**src/rtl/ita_step_scheduler_if.sv**
```systemverilog
// Job bus between the step scheduler and the matmul/softmax/requant datapath.
interface ita_step_scheduler_if #(
  parameter int unsigned CntWidth = 16
);
  logic                job_valid_o;
  logic                job_ready_i;
  logic [3:0]          step_o;
  logic [2:0]          requant_idx_o;
  logic [CntWidth-1:0] row_o;
  logic [CntWidth-1:0] col_o;
  logic [CntWidth-1:0] inner_o;
  logic                first_inner_o;
  logic                last_inner_o;
  logic                step_done_i;

  modport master (
    output job_valid_o, step_o, requant_idx_o, row_o, col_o, inner_o,
           first_inner_o, last_inner_o,
    input  job_ready_i, step_done_i
  );

  modport slave (
    input  job_valid_o, step_o, requant_idx_o, row_o, col_o, inner_o,
           first_inner_o, last_inner_o,
    output job_ready_i, step_done_i
  );
endinterface

```
**src/rtl/ita_step_scheduler.sv**
```systemverilog
// Walks the per-layer step list and issues row/col/inner tile jobs over valid/ready.
module ita_step_scheduler #(
  parameter int unsigned CntWidth = 16
) (
  input  logic                clk_i,
  input  logic                rst_i,
  input  logic                start_i,
  input  logic                abort_i,
  input  logic [1:0]          layer_i,
  input  logic [CntWidth-1:0] tile_s_i,
  input  logic [CntWidth-1:0] tile_e_i,
  input  logic [CntWidth-1:0] tile_p_i,
  input  logic [CntWidth-1:0] tile_f_i,
  output logic                busy_o,
  output logic                done_o,
  ita_step_scheduler_if.master job_if
);

  typedef enum logic [1:0] {ST_IDLE, ST_ISSUE, ST_WAIT, ST_DONE} state_e;
  typedef enum logic [1:0] {L_ATTN = 2'd0, L_FF = 2'd1, L_LIN = 2'd2, L_SATTN = 2'd3} layer_e;
  typedef enum logic [3:0] {
    S_IDLE = 4'd0, S_Q = 4'd1, S_K = 4'd2, S_V = 4'd3, S_QK = 4'd4, S_AV = 4'd5,
    S_OW = 4'd6, S_F1 = 4'd7, S_F2 = 4'd8, S_MM = 4'd9
  } step_e;

  localparam logic [CntWidth-1:0] One = CntWidth'(1);

  // Step list lookup; S_IDLE marks the end of the list.
  function automatic step_e step_at(layer_e l, logic [2:0] pos);
    step_at = S_IDLE;
    case (l)
      L_ATTN, L_SATTN: begin
        case (pos)
          3'd0: step_at = S_Q;
          3'd1: step_at = S_K;
          3'd2: step_at = S_V;
          3'd3: step_at = S_QK;
          3'd4: step_at = S_AV;
          3'd5: step_at = (l == L_ATTN) ? S_OW : S_IDLE;
          default: step_at = S_IDLE;
        endcase
      end
      L_FF: begin
        if (pos == 3'd0)      step_at = S_F1;
        else if (pos == 3'd1) step_at = S_F2;
      end
      default: if (pos == 3'd0) step_at = S_MM;
    endcase
  endfunction

  function automatic logic [CntWidth-1:0] bound_col(step_e st, logic [CntWidth-1:0] s,
      logic [CntWidth-1:0] e, logic [CntWidth-1:0] p, logic [CntWidth-1:0] f);
    case (st)
      S_Q, S_K, S_V, S_AV: bound_col = p;
      S_QK:                bound_col = s;
      S_OW, S_F2:          bound_col = e;
      S_F1, S_MM:          bound_col = f;
      default:             bound_col = One;
    endcase
  endfunction

  function automatic logic [CntWidth-1:0] bound_inner(step_e st, logic [CntWidth-1:0] s,
      logic [CntWidth-1:0] e, logic [CntWidth-1:0] p, logic [CntWidth-1:0] f);
    case (st)
      S_Q, S_K, S_V, S_F1, S_MM: bound_inner = e;
      S_QK, S_OW:                bound_inner = p;
      S_AV:                      bound_inner = s;
      S_F2:                      bound_inner = f;
      default:                   bound_inner = One;
    endcase
  endfunction

  function automatic logic [2:0] requant_of(step_e st);
    case (st)
      S_K:        requant_of = 3'd1;
      S_V:        requant_of = 3'd2;
      S_QK:       requant_of = 3'd3;
      S_AV:       requant_of = 3'd4;
      S_OW:       requant_of = 3'd5;
      S_F1, S_MM: requant_of = 3'd6;
      S_F2:       requant_of = 3'd7;
      default:    requant_of = 3'd0;
    endcase
  endfunction

  function automatic logic [CntWidth-1:0] clamp1(logic [CntWidth-1:0] x);
    clamp1 = (x == '0) ? One : x;
  endfunction

  state_e              r_state, w_nxt_state;
  layer_e              r_layer;
  logic [2:0]          r_pos, w_nxt_pos;
  logic [CntWidth-1:0] r_s, r_e, r_p, r_f;
  step_e               r_step, w_nxt_step;
  logic [CntWidth-1:0] r_row, r_col, r_inner, w_nxt_row, w_nxt_col, w_nxt_inner;
  logic                r_valid, r_busy, r_done, r_first, r_last;
  logic [2:0]          r_rq;
  logic                w_nxt_valid, w_nxt_busy, w_nxt_done, w_latch;
  layer_e              w_layer;
  logic [CntWidth-1:0] w_s, w_e, w_p, w_f, w_cb, w_ib, w_nib;
  step_e               w_step2;

  // Effective configuration: live (clamped) inputs while idle, latched copy otherwise.
  always_comb begin
    w_layer = (r_state == ST_IDLE) ? layer_e'(layer_i) : r_layer;
    w_s     = (r_state == ST_IDLE) ? clamp1(tile_s_i) : r_s;
    w_e     = (r_state == ST_IDLE) ? clamp1(tile_e_i) : r_e;
    w_p     = (r_state == ST_IDLE) ? clamp1(tile_p_i) : r_p;
    w_f     = (r_state == ST_IDLE) ? clamp1(tile_f_i) : r_f;
    w_cb    = bound_col(r_step, w_s, w_e, w_p, w_f);
    w_ib    = bound_inner(r_step, w_s, w_e, w_p, w_f);
    w_step2 = step_at(w_layer, r_pos + 3'd1);
  end

  // Next-state and next-output logic; abort overrides everything.
  always_comb begin
    w_nxt_state = r_state;
    w_nxt_pos   = r_pos;
    w_nxt_step  = r_step;
    w_nxt_row   = r_row;
    w_nxt_col   = r_col;
    w_nxt_inner = r_inner;
    w_nxt_valid = r_valid;
    w_nxt_busy  = r_busy;
    w_nxt_done  = 1'b0;
    w_latch     = 1'b0;
    case (r_state)
      ST_IDLE: begin
        if (start_i) begin
          w_latch     = 1'b1;
          w_nxt_state = ST_ISSUE;
          w_nxt_pos   = 3'd0;
          w_nxt_step  = step_at(w_layer, 3'd0);
          w_nxt_row   = '0;
          w_nxt_col   = '0;
          w_nxt_inner = '0;
          w_nxt_valid = 1'b1;
          w_nxt_busy  = 1'b1;
        end
      end
      ST_ISSUE: begin
        if (r_valid && job_if.job_ready_i) begin
          if (r_inner != w_ib - One) begin
            w_nxt_inner = r_inner + One;
          end else begin
            w_nxt_inner = '0;
            if (r_col != w_cb - One) begin
              w_nxt_col = r_col + One;
            end else if (r_row != w_s - One) begin
              w_nxt_col = '0;
              w_nxt_row = r_row + One;
            end else begin
              w_nxt_inner = r_inner;
              w_nxt_valid = 1'b0;
              w_nxt_state = ST_WAIT;
            end
          end
        end
      end
      ST_WAIT: begin
        if (job_if.step_done_i) begin
          w_nxt_row   = '0;
          w_nxt_col   = '0;
          w_nxt_inner = '0;
          if (w_step2 == S_IDLE) begin
            w_nxt_state = ST_DONE;
            w_nxt_step  = S_IDLE;
            w_nxt_done  = 1'b1;
          end else begin
            w_nxt_state = ST_ISSUE;
            w_nxt_pos   = r_pos + 3'd1;
            w_nxt_step  = w_step2;
            w_nxt_valid = 1'b1;
          end
        end
      end
      default: begin
        w_nxt_state = ST_IDLE;
        w_nxt_busy  = 1'b0;
      end
    endcase
    if (abort_i) begin
      w_nxt_state = ST_IDLE;
      w_nxt_pos   = 3'd0;
      w_nxt_step  = S_IDLE;
      w_nxt_row   = '0;
      w_nxt_col   = '0;
      w_nxt_inner = '0;
      w_nxt_valid = 1'b0;
      w_nxt_busy  = 1'b0;
      w_nxt_done  = 1'b0;
      w_latch     = 1'b0;
    end
    w_nib = bound_inner(w_nxt_step, w_s, w_e, w_p, w_f);
  end

  // State, configuration and registered outputs.
  always_ff @(posedge clk_i) begin
    if (rst_i) begin
      r_state <= ST_IDLE;
      r_layer <= L_ATTN;
      r_pos   <= 3'd0;
      r_s     <= One;
      r_e     <= One;
      r_p     <= One;
      r_f     <= One;
      r_step  <= S_IDLE;
      r_row   <= '0;
      r_col   <= '0;
      r_inner <= '0;
      r_valid <= 1'b0;
      r_busy  <= 1'b0;
      r_done  <= 1'b0;
      r_first <= 1'b0;
      r_last  <= 1'b0;
      r_rq    <= 3'd0;
    end else begin
      r_state <= w_nxt_state;
      r_pos   <= w_nxt_pos;
      r_step  <= w_nxt_step;
      r_row   <= w_nxt_row;
      r_col   <= w_nxt_col;
      r_inner <= w_nxt_inner;
      r_valid <= w_nxt_valid;
      r_busy  <= w_nxt_busy;
      r_done  <= w_nxt_done;
      r_first <= w_nxt_valid && (w_nxt_inner == '0);
      r_last  <= w_nxt_valid && (w_nxt_inner == w_nib - One);
      r_rq    <= requant_of(w_nxt_step);
      if (w_latch) begin
        r_layer <= w_layer;
        r_s     <= w_s;
        r_e     <= w_e;
        r_p     <= w_p;
        r_f     <= w_f;
      end
    end
  end

  assign job_if.job_valid_o   = r_valid;
  assign job_if.step_o        = r_step;
  assign job_if.requant_idx_o = r_rq;
  assign job_if.row_o         = r_row;
  assign job_if.col_o         = r_col;
  assign job_if.inner_o       = r_inner;
  assign job_if.first_inner_o = r_first;
  assign job_if.last_inner_o  = r_last;
  assign busy_o               = r_busy;
  assign done_o               = r_done;

endmodule

```
**src/flat_wrapper.sv**
```systemverilog
// flat-port wrapper written by rule: the top's interface ports become plain ports
module ita_step_scheduler_flat 
#(
  parameter int unsigned CntWidth = 16
)
  (clk_i, rst_i, start_i, abort_i, layer_i, tile_s_i, tile_e_i, tile_p_i, tile_f_i, busy_o, done_o, job_if_job_valid_o, job_if_step_o, job_if_requant_idx_o, job_if_row_o, job_if_col_o, job_if_inner_o, job_if_first_inner_o, job_if_last_inner_o, job_if_job_ready_i, job_if_step_done_i);
  ita_step_scheduler_if #(.CntWidth(CntWidth)) job_if_i ();
  input  logic clk_i;
  input  logic rst_i;
  input  logic start_i;
  input  logic abort_i;
  input  logic [1:0] layer_i;
  input  logic [CntWidth-1:0] tile_s_i;
  input  logic [CntWidth-1:0] tile_e_i;
  input  logic [CntWidth-1:0] tile_p_i;
  input  logic [CntWidth-1:0] tile_f_i;
  output logic busy_o;
  output logic done_o;
  output wire logic [$bits(job_if_i.job_valid_o)-1:0] job_if_job_valid_o;
  output wire logic [$bits(job_if_i.step_o)-1:0] job_if_step_o;
  output wire logic [$bits(job_if_i.requant_idx_o)-1:0] job_if_requant_idx_o;
  output wire logic [$bits(job_if_i.row_o)-1:0] job_if_row_o;
  output wire logic [$bits(job_if_i.col_o)-1:0] job_if_col_o;
  output wire logic [$bits(job_if_i.inner_o)-1:0] job_if_inner_o;
  output wire logic [$bits(job_if_i.first_inner_o)-1:0] job_if_first_inner_o;
  output wire logic [$bits(job_if_i.last_inner_o)-1:0] job_if_last_inner_o;
  input wire logic [$bits(job_if_i.job_ready_i)-1:0] job_if_job_ready_i;
  input wire logic [$bits(job_if_i.step_done_i)-1:0] job_if_step_done_i;
  assign job_if_job_valid_o = job_if_i.job_valid_o;
  assign job_if_step_o = job_if_i.step_o;
  assign job_if_requant_idx_o = job_if_i.requant_idx_o;
  assign job_if_row_o = job_if_i.row_o;
  assign job_if_col_o = job_if_i.col_o;
  assign job_if_inner_o = job_if_i.inner_o;
  assign job_if_first_inner_o = job_if_i.first_inner_o;
  assign job_if_last_inner_o = job_if_i.last_inner_o;
  assign job_if_i.job_ready_i = job_if_job_ready_i;
  assign job_if_i.step_done_i = job_if_step_done_i;
  ita_step_scheduler #(.CntWidth(CntWidth)) u_core (.clk_i(clk_i), .rst_i(rst_i), .start_i(start_i), .abort_i(abort_i), .layer_i(layer_i), .tile_s_i(tile_s_i), .tile_e_i(tile_e_i), .tile_p_i(tile_p_i), .tile_f_i(tile_f_i), .busy_o(busy_o), .done_o(done_o), .job_if(job_if_i));
endmodule
```
**config.mk**
```make
export PLATFORM = sky130hd
export DESIGN_NAME = ita_step_scheduler_flat
export DESIGN_NICKNAME = d
export VERILOG_FILES = /design/src/rtl/ita_step_scheduler_if.sv /design/src/rtl/ita_step_scheduler.sv /design/src/flat_wrapper.sv
export SDC_FILE = /design/constraint.sdc
export NUM_CORES = 1
export LEC_CHECK = 0
export CORE_MARGIN = 1.5
export CORE_UTILIZATION = 57
export DETAILED_ROUTE_END_ITERATION = 7
export DONT_BUFFER_PORTS = 1
export PLACE_DENSITY = 0.72
export SLEW_MARGIN = 25
export SYNTH_ARGS = -nofsm -noshare
export SYNTH_HDL_FRONTEND = slang
export SYNTH_SLANG_ARGS = --single-unit
```
**constraint.sdc**
```tcl
create_clock -name clk_i -period 24 [get_ports clk_i]
set_clock_uncertainty 0.15 [all_clocks]
set_input_delay 3.6 -clock clk_i [delete_from_list [all_inputs] [get_ports clk_i]]
set_output_delay 3.6 -clock clk_i [all_outputs]
set_load 0.05 [all_outputs]
```
# Word-level counts from Yosys, hierarchy flattened

Memories as Yosys holds them, arrays and structs flattened. A register that Yosys moved wholly into a read port is not among the register bits.
Cells that the tools add are included.

Add/sub/neg operators: 8
Eq/ne operators: 40
Muxes and demuxes: 71
Bitwise operators: 3
Reduce and logical (&&, ||, !) cells: 30

Operators with widths:

| cell                    | count |
|---|---|
| $mux W16                | 25 |
| $pmux W16 S4            | 3 |
| $pmux W16 S3            | 3 |
| $logic_not A16 Y1       | 5 |
| $sub A16 B1 Y16 const B | 4 |
| $add A16 B1 Y16 const B | 3 |
| $ne A16 B16 Y1          | 3 |
| $eq A4 B3 Y1 const B    | 8 |
| $mux W4                 | 7 |
| $pmux W4 S2             | 3 |
| $pmux W4 S6             | 1 |
| $eq A16 B16 Y1          | 1 |
| $eq A4 B2 Y1 const B    | 4 |
| $eq A4 B4 Y1 const B    | 4 |
| $mux W2                 | 8 |
| $reduce_or A2 Y1        | 7 |
| $mux W1                 | 13 |
| $mux W3                 | 4 |
| $ne A2 B2 Y1 const B    | 6 |
| $reduce_and A6 Y1       | 2 |
| $reduce_or A5 Y1        | 2 |
| $eq A4 B1 Y1 const B    | 2 |
| $reduce_or A4 Y1        | 2 |
| $reduce_and A7 Y1       | 1 |
| other kinds (21)        | 31 |

Register bits after elaboration: 128
ROM bits: 48
Output and inout port bits: 60
Logic and storage cells: 169
Memories: 1

Memories:

| memory          | depth | width | read ports | clocked after memory_dff | wr ports | line                     | RTL |
|---|---|---|---|---|---|---|---|
| (no name shown) | 16    | 3     | 1          | 1                        | 0        | ita_step_scheduler.sv:74 | `case (st)` |

# Logic depth before layout (Yosys ltp)

Gate-level depths: netlist (run 1).

Depth in word-level cells: 17
Depth in mapped cells: 39

# Worst setup path after synthesis (run 1)

Ideal clock, no wire load.

Path kind: input to register
From: input port layer_i[0]
To: register u_core.r_last, in the netlist u_core.job_if.last_inner_o
Setup time: 0.103 ns
Arrival: 8.944 ns
Required time: 23.747 ns
Slack: 14.803 ns
Stages: 27
Path buffers: 1
Cell sequence: mux2i_1 -> inv_1 -> ha_1 -> inv_1 -> a221oi_1 -> nor2_1 -> nor2_1 -> mux2i_1 -> nor2_1 -> a221oi_1 -> or2_2 -> ha_1 -> nor2b_1 -> o21ai_1 -> or3_1 -> clkbuf_1 -> o32a_1 -> o21a_1 -> a211oi_1 -> ha_1 -> o211ai_1 -> nor4_1 -> nand4_1 -> xnor2_1 -> o22ai_1 -> or4_4 -> a2111oi_2

Longest elaborated chain between the ends: 16
Elaborated cells on any way between the ends: 34
Classes of those cells: 1 x add/sub; 12 x eq/ne; 15 x mux; 6 x reduce/logical

RTL lines:

| what                                                 | line                                               | RTL |
|---|---|---|
| from (decl)                                          | flat_wrapper.sv:12                                 | `input logic [1:0] layer_i;` |
| $mux W2 *                                            | ita_step_scheduler.sv:105                          | `w_layer = (r_state == ST_IDLE) ? layer_e'(layer_i) : r_layer;` |
| net u_core.w_layer[0]                                | ita_step_scheduler.sv:99                           | `layer_e w_layer;` |
| $logic_not A2 Y1                                     | ita_step_scheduler.sv:31, ita_step_scheduler.sv:39 |  |
| $mux W3                                              | ita_step_scheduler.sv:39                           | `3'd5: step_at = (l == L_ATTN) ? S_OW : S_IDLE;` |
| $pmux W4 S6                                          | ita_step_scheduler.sv:33                           | `case (pos)` |
| $pmux W4 S2                                          | ita_step_scheduler.sv:31                           | `case (l)` |
| $logic_not A4 Y1                                     | ita_step_scheduler.sv:165                          | `if (w_step2 == S_IDLE) begin` |
| $mux W4                                              | ita_step_scheduler.sv:165                          |  |
| $mux W4                                              | ita_step_scheduler.sv:161                          | `if (job_if.step_done_i) begin` |
| $pmux W4 S2                                          | ita_step_scheduler.sv:127                          | `case (r_state)` |
| $mux W4                                              | ita_step_scheduler.sv:182                          | `if (abort_i) begin` |
| $eq A4 B1 Y1, or another cell as far along           | ita_step_scheduler.sv:64                           | `case (st)` |
| $reduce_or A5 Y1 or $reduce_or A2 Y1 (tied branches) | ita_step_scheduler.sv:64                           |  |
| $pmux W16 S4                                         | ita_step_scheduler.sv:64                           |  |
| $sub A16 B1 Y16                                      | ita_step_scheduler.sv:228                          | `r_last <= w_nxt_valid && (w_nxt_inner == w_nib - One);` |
| $eq A16 B16 Y1                                       | ita_step_scheduler.sv:228                          |  |
| $logic_and A1 B1 Y1 *                                | ita_step_scheduler.sv:228                          |  |
| to (signal assigned)                                 | ita_step_scheduler.sv:228                          |  |
| to (decl)                                            | ita_step_scheduler.sv:96                           | `logic r_valid, r_busy, r_done, r_first, r_last;` |

Mark *: on every way through the listed nets, which the timed path passes. The rest lies on a longest branch.
A chain may end at the register's enable or synchronous reset.

# Final worst setup path (run 1)

Same ends and word-level chain as after synthesis.

==> flow_summary.json, run 1 <==
{
  "syn-cell-area_um2": 11780,
  "synth_flop_cell": "dfxtp_1",
  "period_minus_slack_ns": 10.00,
  "cp_max_fo": 14,
  "total_power_uw": 735.5,
  "drive_gt1_share_pct": 9.868,
  "htreeDepth": 4,
  "initial_core_util_pct": 58.23,
  "areaGrowthSynthToFinish_pct": 6.796,
  "internal-power_uw": 464.4,
  "numPortBuffers": 0,
  "die_h_um": 146.8,
  "dp_hpwl_um": 33260,
  "row_count": 52,
  "min_from": "u_core.r_p[14]",
  "worst_pin_slew_ns": 0.9989,
  "synth-seq-cells": 131,
  "final_cell_mix": "nor2_1 (207), dfxtp_1 (130), nand2_1 (111)",
  "synth_cell_types": 97,
  "use_met2_pct": 61.98,
  "hold_viol": 0,
  "slew_headroom_pct": 31.50,
  "grt_pass1_wl_um": 68300,
  "grt_use_total_pct": 41.00,
  "drv_cap": 0,
  "clk_pin_slew_ns": 0.06,
  "core_um2": 20230,
  "switching_share_pct": 36.86,
  "cts_buffers": 17,
  "cts.sinks": 131,
  "rsz0062_at_grt": "false",
  "die_w_um": 146.8,
  "drtPass1Iterations": 6,
  "clock_path_buffers": 2,
  "ctsResizeCount": 0,
  "top_usage_layer": "met2",
  "ios": 132,
  "cts_setup_buffers": 0,
  "grt_start_max_net_pins": 109,
  "slew_viol_final": 0,
  "crit_type": "primary input to register",
  "required_ns": 24.19,
  "seq_power_share_pct": 32.2,
  "pwr-share-clk_pct": 37.8,
  "syn-num-nets": 1642,
  "ir_drop_mv": 0.04611,
  "ff_latch_area_um2": 2624,
  "antenna_found_initial": 0,
  "clk_latency_ns": 0.44,
  "vias": 12700,
  "cts_root_buf": "clkbuf_16",
  "n_fill_cell": 1861,
  "power_density_nw_per_um2": 58.45,
  "fin_crit_sh_pct": 41.67,
  "fmax_mhz": 99.99,
  "max_stage_delay_ns": 0.74,
  "switchingPower_uw": 271.1,
  "yosysWarnings": 0,
  "grt_pass1_vias": 11570,
  "route.detailed.drc": 0,
  "cp-start-kind": "primary input",
  "overflow": 0,
  "seq_area_frac_synth_pct": 22.26,
  "multi_input_area_um2": 8598,
  "wire_per_inst_um": 25.05,
  "total_leakage_power_uw": 0.004585,
  "antenna_cells": 0,
  "avgViaCountPerCell": 7.093,
  "endpoint_kind": "register",
  "drt_wl_total_um": 44840,
  "crit_path_top_delay_cell": "nor4_1",
  "status": "complete, no violations",
  "antenna_left": 0,
  "synth-edff-count": 0,
  "critPathLaunch": "layer_i[0]",
  "place.gp.congestion": 1.024,
  "syn_area_per_cell_um2": 7.621,
  "critPathArrivalTime_ns": 10.19,
  "use_met3_pct": 8.540,
  "postSynthCellCount": 1546,
  "dieArea_um2": 21540,
  "fin_setup_tns_ns": 0,
  "setup_viol": 0,
  "rr_startpoint": "u_core.r_state[0]",
  "dr.first_iter.drc_count": 1732,
  "comb_power_share_pct": 30.0,
  "hp-class": "register to register",
  "ctsHoldBuffers": 0,
  "final_common_cell": "nor2_1",
  "cts_tree": "yes",
  "final_nets": 1603,
  "synthArstFlopShare_pct": 0,
  "met1_usage_pct": 55.18
}
==> registers in the layout, indices dropped and copies added, names as in the netlist, 4 cells and up <==
| name | cells |
|---|---|
| u_core.r_p | 16 |
| u_core.job_if.row_o | 16 |
| u_core.job_if.inner_o | 16 |
| u_core.job_if.col_o | 16 |
| u_core.job_if.step_o | 4 |
| u_core.r_f | 16 |
| u_core.r_s | 16 |
| u_core.r_e | 16 |
==> critical path, delay by kind of cell <==
family | cells | cell delay (ns)
AOI/OAI and AO/OA | 10 | 2.57
muxes | 2 | 0.40
xor gates and xnor gates | 1 | 0.23
and+or+nand+nor | 10 | 2.07
adders and majority gates | 3 | 0.86
buffers and inverters | 3 | 0.46
==> per-stage QoR <==
stage          hold slack, ns  setup slack [ns]  util (%)  instance area (um^2)  cells
5_1_grt                0.3368             13.37     62.19                 12580   1790
3_5_place_dp           0.3007             13.70     59.06                 11950   1756
6_report               0.3146             14.00     62.19                 12580   1790
3_3_place_gp           0.2891             13.92     59.03                 11950   1756
2_1_floorplan          0.2857             14.80         -                 11780   1546
4_1_cts                0.3093             14.14     62.01                 12550   1788
==> synth_stat cells (all sizes together) (25+ instances only) <==
cell type,count,share of area (%)
nor2,207,6.6
dfxtp,131,22
nand2,111,3.5
a21oi,82,3.5
o21ai,73,3.1
clkbuf,69,2.2
mux2i,65,5.6
nor3,65,2.8
a211oi,64,4.1
xnor2,62,4.6
nand3,44,1.9
inv,40,1.3
nor4,34,2.0
xor2,32,2.4
nand4,31,1.6
mux2,25,2.4
==> per-layer routing <==
layer	share of wire (%)	vias up	wire (um)
met4	5.4	0	2428
met3	11	138	4978
met5	0	-	0
met1	40	6000	18000
met2	43	818	19430
li1	-	5741	-
==> power by group through the flow <==
stage | Clock [uW] | Combinational (uW) | Sequential [uW]
3_5_place_dp | 0 | 211 | 241
3_3_place_gp | 0 | 209 | 241
2_1_floorplan | 0 | 159 | 240
4_1_cts | 278 | 212 | 236
6_report | 278 | 221 | 237
5_1_grt | 287 | 235 | 238
==> final timing paths <==
kind	slack (ns)	cells after the start	end
worst max-delay path	14.00	29	u_core.job_if.last_inner_o
worst min register to register	0.31	2	u_core.r_p[14]
worst max register to register	15.96	31	u_core.job_if.last_inner_o
worst min-delay path	0.31	2	u_core.r_p[14]
==> logic make-up (layout without fill, tap and decap cells) <==
logic type	Yosys count	in the layout	share of synthesized area (%)
compound gates	412	412	24.37
xor+xnor	94	94	6.987
fa+ha+maj	24	24	2.549
buf+inv	132	106	4.938
flops	131	131	22.26
mux	105	105	10.88
simple gates	648	648	28.01
==> layout make-up <==
class	instances	share of cell area, %
flip-flops and latches	131	20.85
clock inverters	14	1.332
multi-input cells	1283	68.33
well taps	270	2.685
clock buffers	18	3.411
inverters	40	1.193
repair buffers	34	2.197
Note: power is estimated with default switching activity, not from simulation.
==> run 2, diff against run 1 <==
- ABC_AREA: unset -> 1
- PLACE_DENSITY: 0.72 -> 0.75
- clock period: 24 -> 8.2 ns (I/O delays scaled with it)
==> run 2 against run 1 <==
Effect of this change: sequential power increased to 3.0 times the previous value; core utilization decreased by 1.4 points; clock power increased to 2.8 times the previous value; highest routed layer unchanged; largest power group is now combinational cells; critical path type is now register to register; power increased to 3.7 times the previous value; flip-flop and latch count unchanged.
==> flow_summary.json, run 2 <==
{
  "status": "complete, no violations",
  "cp-start-kind": "register",
  "syn_area_per_cell_um2": 5.734,
  "die_h_um": 149.0,
  "grt_start_max_net_pins": 110,
  "required_ns": 8.41,
  "crit_path_top_delay_cell": "ha_4",
  "cts_tree": "yes",
  "antenna_found_initial": 1,
  "synth_cell_types": 57,
  "drt_wl_total_um": 44720,
  "cts_setup_buffers": 0,
  "synth_top_area_share_pct": 22.73,
  "crit_type": "register to register",
  "whs_ns": 0.3064,
  "drive_gt1_share_pct": 5.891,
  "slew_headroom_pct": 31.97,
  "avgViaCountPerCell": 5.824,
  "final_common_cell": "nand2_1",
  "final_nets": 2172,
  "synth_flop_cell": "dfxtp_1",
  "htreeDepth": 4,
  "cts.sinks": 131,
  "clk_latency_ns": 0.43,
  "numPortBuffers": 0,
  "hold_viol": 0,
  "dr.first_iter.drc_count": 1387,
  "slew_viol_final": 0,
  "synth.most_common_cell": "nand2_1",
  "final_cell_mix": "nand2_1 (736), nor2_1 (273), inv_1 (205)",
  "fin_crit_sh_pct": 81.13,
  "core_um2": 20960,
  "route.detailed.drc": 0,
  "antenna_left": 0,
  "clock_path_buffers": 2,
  "hp-class": "register to register",
  "grt_pass1_vias": 12480,
  "ctsHoldBuffers": 0,
  "power_density_nw_per_um2": 214.6,
  "fmax_mhz": 150.3,
  "wire_per_inst_um": 18.92,
  "syn-num-nets": 2216,
  "met1_usage_pct": 51.00,
  "synth-seq-cells": 131,
  "initial_core_util_pct": 58.01,
  "cp_max_fo": 70,
  "areaGrowthSynthToFinish_pct": 4.797,
  "synth_commonest_cells": "nand2_1 (736), nor2_1 (274), inv_1 (206), dfxtp_1 (131), o21ai_0 (119)",
  "syn-cell-area_um2": 12160,
  "synth-edff-count": 0,
  "vias": 13760,
  "total_leakage_power_uw": 0.005859,
  "max_stage_delay_ns": 0.63,
  "cts_root_buf": "clkbuf_16",
  "use_met3_pct": 8.410,
  "synthArstFlopShare_pct": 0,
  "seq_area_frac_synth_pct": 21.57,
  "drtPass1Iterations": 5,
  "grt_use_total_pct": 40.40,
  "rsz0062_at_grt": "false",
  "yosysWarnings": 0,
  "critPathArrivalTime_ns": 6.86,
  "dp_hpwl_um": 34910,
  "row_count": 53,
  "place.gp.congestion": 1.035,
  "synth.largest_area_cell": "nand2_1",
  "n_fill_cell": 2140,
  "period_minus_slack_ns": 6.652,
  "ctsResizeCount": 0,
  "clk_pin_slew_ns": 0.07,
  "die_w_um": 149.0,
  "fin_setup_tns_ns": 0,
  "path_common_cell": "nand2_1",
  "grt_pass1_wl_um": 69120,
  "worst_pin_slew_ns": 1.017,
  "dieArea_um2": 22210,
  "cts_buffers": 17,
  "antenna_cells": 0,
  "endpoint_kind": "register",
  "drv_cap": 0,
  "top_usage_layer": "met2",
  "synth.area.top_cells": "nand2_1 (23%), dfxtp_1 (22%), nor2_1 (8.5%)",
  "setup_viol": 0,
  "overflow": 0,
  "use_met2_pct": 65.83,
  "ios": 132,
  "postSynthCellCount": 2120,
  "ir_drop_mv": 0.1613
}
-- run 2: cell count changes in the layout (fill, tap and decap cells not counted), moves of 23 or more --
cell,before,now
a211oi_1,64,9
buf_4,31,5
inv_1,40,205
mux2_2,25,0
mux2i_1,64,0
nand2_1,111,736
nand3_1,43,114
nor2_1,207,273
nor2_2,0,25
nor3_1,63,25
nor4_1,32,9
o21ai_0,67,119
xnor2_1,62,8
xor2_1,32,70
-- run 2: final cells by class --
cell class                 count  area [um^2]  share of cell area, %
multi-input combinational   1701         8324                  65.35
sequential                   131         2623                  20.59
inverter                     220        828.3                  6.502
clock buffer                  18        429.2                  3.369
tap                          275        344.1                  2.701
clock inverter                13        152.6                  1.198
timing repair buffer           5        37.54                 0.2947
-- run 2: cells by family (layout without fill, tap and decap cells) --
kind of cell / count (synthesis) / count (layout) / synth area share [%]
and+or+nand+nor: 1293 / 1293 / 45.86
xor gates and xnor gates: 81 / 81 / 6.176
AOI/OAI and AO/OA: 303 / 303 / 13.81
buffers and inverters: 288 / 256 / 10.11
DFF: 131 / 131 / 21.57
adders and majority gates: 24 / 24 / 2.470
-- run 2: worst paths after layout --
kind,startpoint,end,slack (ns),cells past startpoint
max,u_core.r_state[0],u_core.job_if.last_inner_o,1.55,36
min,u_core.r_p[14],u_core.r_p[14],0.31,2
max reg2reg,u_core.r_state[0],u_core.job_if.last_inner_o,1.55,36
min reg2reg,u_core.r_p[14],u_core.r_p[14],0.31,2
-- run 2: per-layer routing --
layer  vias up  routed length [um]
met5         -                   0
met4         0                1957
met3       132                4197
met2       705               20360
met1      6209               18210
li1       6716                   -
-- run 2: through the flow --
stage / util [%] / setup slack, ns / total power [uW] / area [um^2] / instances
after floorplan: - / 3.224 / 1649 / 12160 / 2120
after global placement: 58.01 / 2.144 / 1910 / 12160 / 2332
final: 60.79 / 1.548 / 2734 / 12740 / 2363
after detailed placement: 58.01 / 1.818 / 1924 / 12160 / 2332
after global routing: 60.79 / 0.9354 / 2888 / 12740 / 2363
after CTS: 60.79 / 1.782 / 2704 / 12740 / 2363
-- run 2: critical path, delay by kind of cell, from the launching register on --
kind | cells | cell delay, ns
simple gates | 21 | 2.89
compound gates | 7 | 0.98
buf+inv | 4 | 0.77
fa+ha+maj | 4 | 1.32
flops | 1 | 0.35
-- run 2: power by group --
| part | switching, uW | internal, uW |
|---|---|---|
| Sequential | 46.8 | 673 |
| Combinational | 884 | 342 |
| Clock | 335 | 453 |
==> run 3, diff against run 2 <==
- ABC_AREA: 1 -> 0
- PLACE_DENSITY: 0.75 -> 0.72
- clock period: 8.2 -> 6.9 ns (I/O delays scaled with it)
==> run 3 against run 2 <==
Effect of this change: sequential share of layout area fell by 0.63 points; die area fell by 3.0%; register-to-register slack got worse by 1.2 ns; critical path type unchanged; critical endpoint unchanged; largest cell class unchanged.
==> flow_summary.json, run 3 (synthesized netlist as in run 1, its figures left out) <==
{
  "crit_buf_inv": 3,
  "antenna_cells": 0,
  "cts.sinks": 131,
  "areaGrowthSynthToFinish_pct": 11.56,
  "worst_pin_slew_ns": 0.9881,
  "place_area_um2": 12430,
  "die_h_um": 146.8,
  "cts_root_buf": "clkbuf_16",
  "power_density_nw_per_um2": 198.0,
  "place_ws_ns": 0.1162,
  "slew_headroom_pct": 33.96,
  "clk_pin_slew_ns": 0.06,
  "drv_cap": 0,
  "avgViaCountPerCell": 7.011,
  "final_common_cell": "nor2_1",
  "core_um2": 20230,
  "clock_path_buffers": 2,
  "drt_wl_total_um": 45850,
  "period_minus_slack_ns": 6.575,
  "cp_max_fo": 26,
  "hold_viol": 0,
  "grt_pass1_wl_um": 68850,
  "total_leakage_power_uw": 0.004874,
  "clk_latency_ns": 0.44,
  "numPortBuffers": 0,
  "final_area_um2": 13150,
  "grt_start_max_net_pins": 75,
  "antenna_found_initial": 1,
  "cp-start-kind": "register",
  "fmax_mhz": 152.1,
  "endpoint_kind": "register",
  "status": "complete, no violations",
  "htreeDepth": 4,
  "critPathArrivalTime_ns": 6.75,
  "ir_drop_mv": 0.1562,
  "die_w_um": 146.8,
  "crit_type": "register to register",
  "route.detailed.drc": 0,
  "setup_viol": 0,
  "final_cell_mix": "nor2_1 (207), dfxtp_1 (130), nand2_1 (111)",
  "grt_use_total_pct": 41.54,
  "grt_pass1_vias": 11780,
  "slew_viol_final": 0,
  "cts_buffers": 17,
  "hp-class": "register to register",
  "crit_path_top_delay_cell": "or4_4",
  "place.gp.congestion": 1.014,
  "layout_setup_ws_ns": 0.3250,
  "initial_core_util_pct": 58.23,
  "fin_crit_sh_pct": 95.29,
  "wire_per_inst_um": 24.85,
  "crit_family": "simple AND/OR/NAND/NOR gates",
  "final_nets": 1658,
  "total_power_uw": 2603,
  "dp_hpwl_um": 34430,
  "dieArea_um2": 21540,
  "drtPass1Iterations": 6,
  "ctsHoldBuffers": 0,
  "cts_tree": "yes",
  "cp_cell_sequence": "inv_1 > ha_4 > buf_16 > mux2i_1 > a22oi_1 > a21oi_1 > o211ai_1 > or2_2 > inv_1 > ha_1 > nand3_1 > or2_2 > or4_1 > xnor2_1 > o2111ai_1 > a2111oi_2 > and2_1 > o31ai_1 > and3_1 > nor4b_1 > o22ai_1 > or4_4 > a2111oi_2",
  "vias": 12940,
  "antenna_left": 0,
  "drive_gt1_share_pct": 14.03,
  "required_ns": 7.07,
  "overflow": 0,
  "row_count": 52,
  "ios": 132,
  "max_stage_delay_ns": 0.56,
  "dr.first_iter.drc_count": 1945
}
-- run 3: path summary, 6_finish.rpt --
check / from / end / slack, ns / cells after the start
worst min register to register: u_core.r_p[14] / u_core.r_p[14] / 0.33 / 2
worst min-delay path: u_core.r_p[14] / u_core.r_p[14] / 0.33 / 2
worst max-delay path: u_core.r_state[1] / u_core.job_if.last_inner_o / 0.33 / 23
worst max register to register: u_core.r_state[1] / u_core.job_if.last_inner_o / 0.33 / 23
-- run 3: tightest hold or removal path, stage by stage (launching register included) --
cell and delay [ns]:
dfxtp_1 0.32, nand2_1 0.06, a21oi_1 0.06
-- run 3: report_power, final --
group / internal [uW] / switching [uW] / total (uW) / leakage, uW
logic: 325 / 501 / 826 / 0.00353
clock network: 521 / 428 / 948 / 0.000279
registers: 788 / 39.7 / 828 / 0.00107
-- run 3: stage by stage --
step / cells / TNS (ns) / hold slack (ns) / utilization, %
after floorplan: 1546 / 0 / 0.2857 / -
after global placement: 1805 / 0 / 0.2875 / 61.28
after detailed placement: 1806 / 0 / 0.3077 / 61.42
after CTS: 1838 / 0 / 0.3173 / 64.31
after global routing: 1845 / -0.07407 / 0.3468 / 64.96
final: 1845 / 0 / 0.3269 / 64.96
-- run 3: timing repair --
item	4_1_cts	5_1_grt
resized for setup	0	13
endpoints found under the setup margin	0	1
hold endpoints to repair	0	0
buffers inserted	0	6
-- run 3: routing by layer --
layer  vias up  track usage (%)  share of wire [%]
met5         -                0                  0
met4         0            22.88                5.6
met3       150            9.752                 12
met2       833            62.64                 43
met1      6101            54.71                 39
li1       5851                -                  -
-- run 3: area by class of cell --
type | instances | area (um^2)
clock buffers | 19 | 442.9
multi-input cells | 1283 | 8711
inverters | 40 | 150.1
repair buffers | 89 | 738.2
flip-flops and latches | 131 | 2624
fillers | 1850 | 7089
well taps | 270 | 337.8
clock inverters | 13 | 141.4
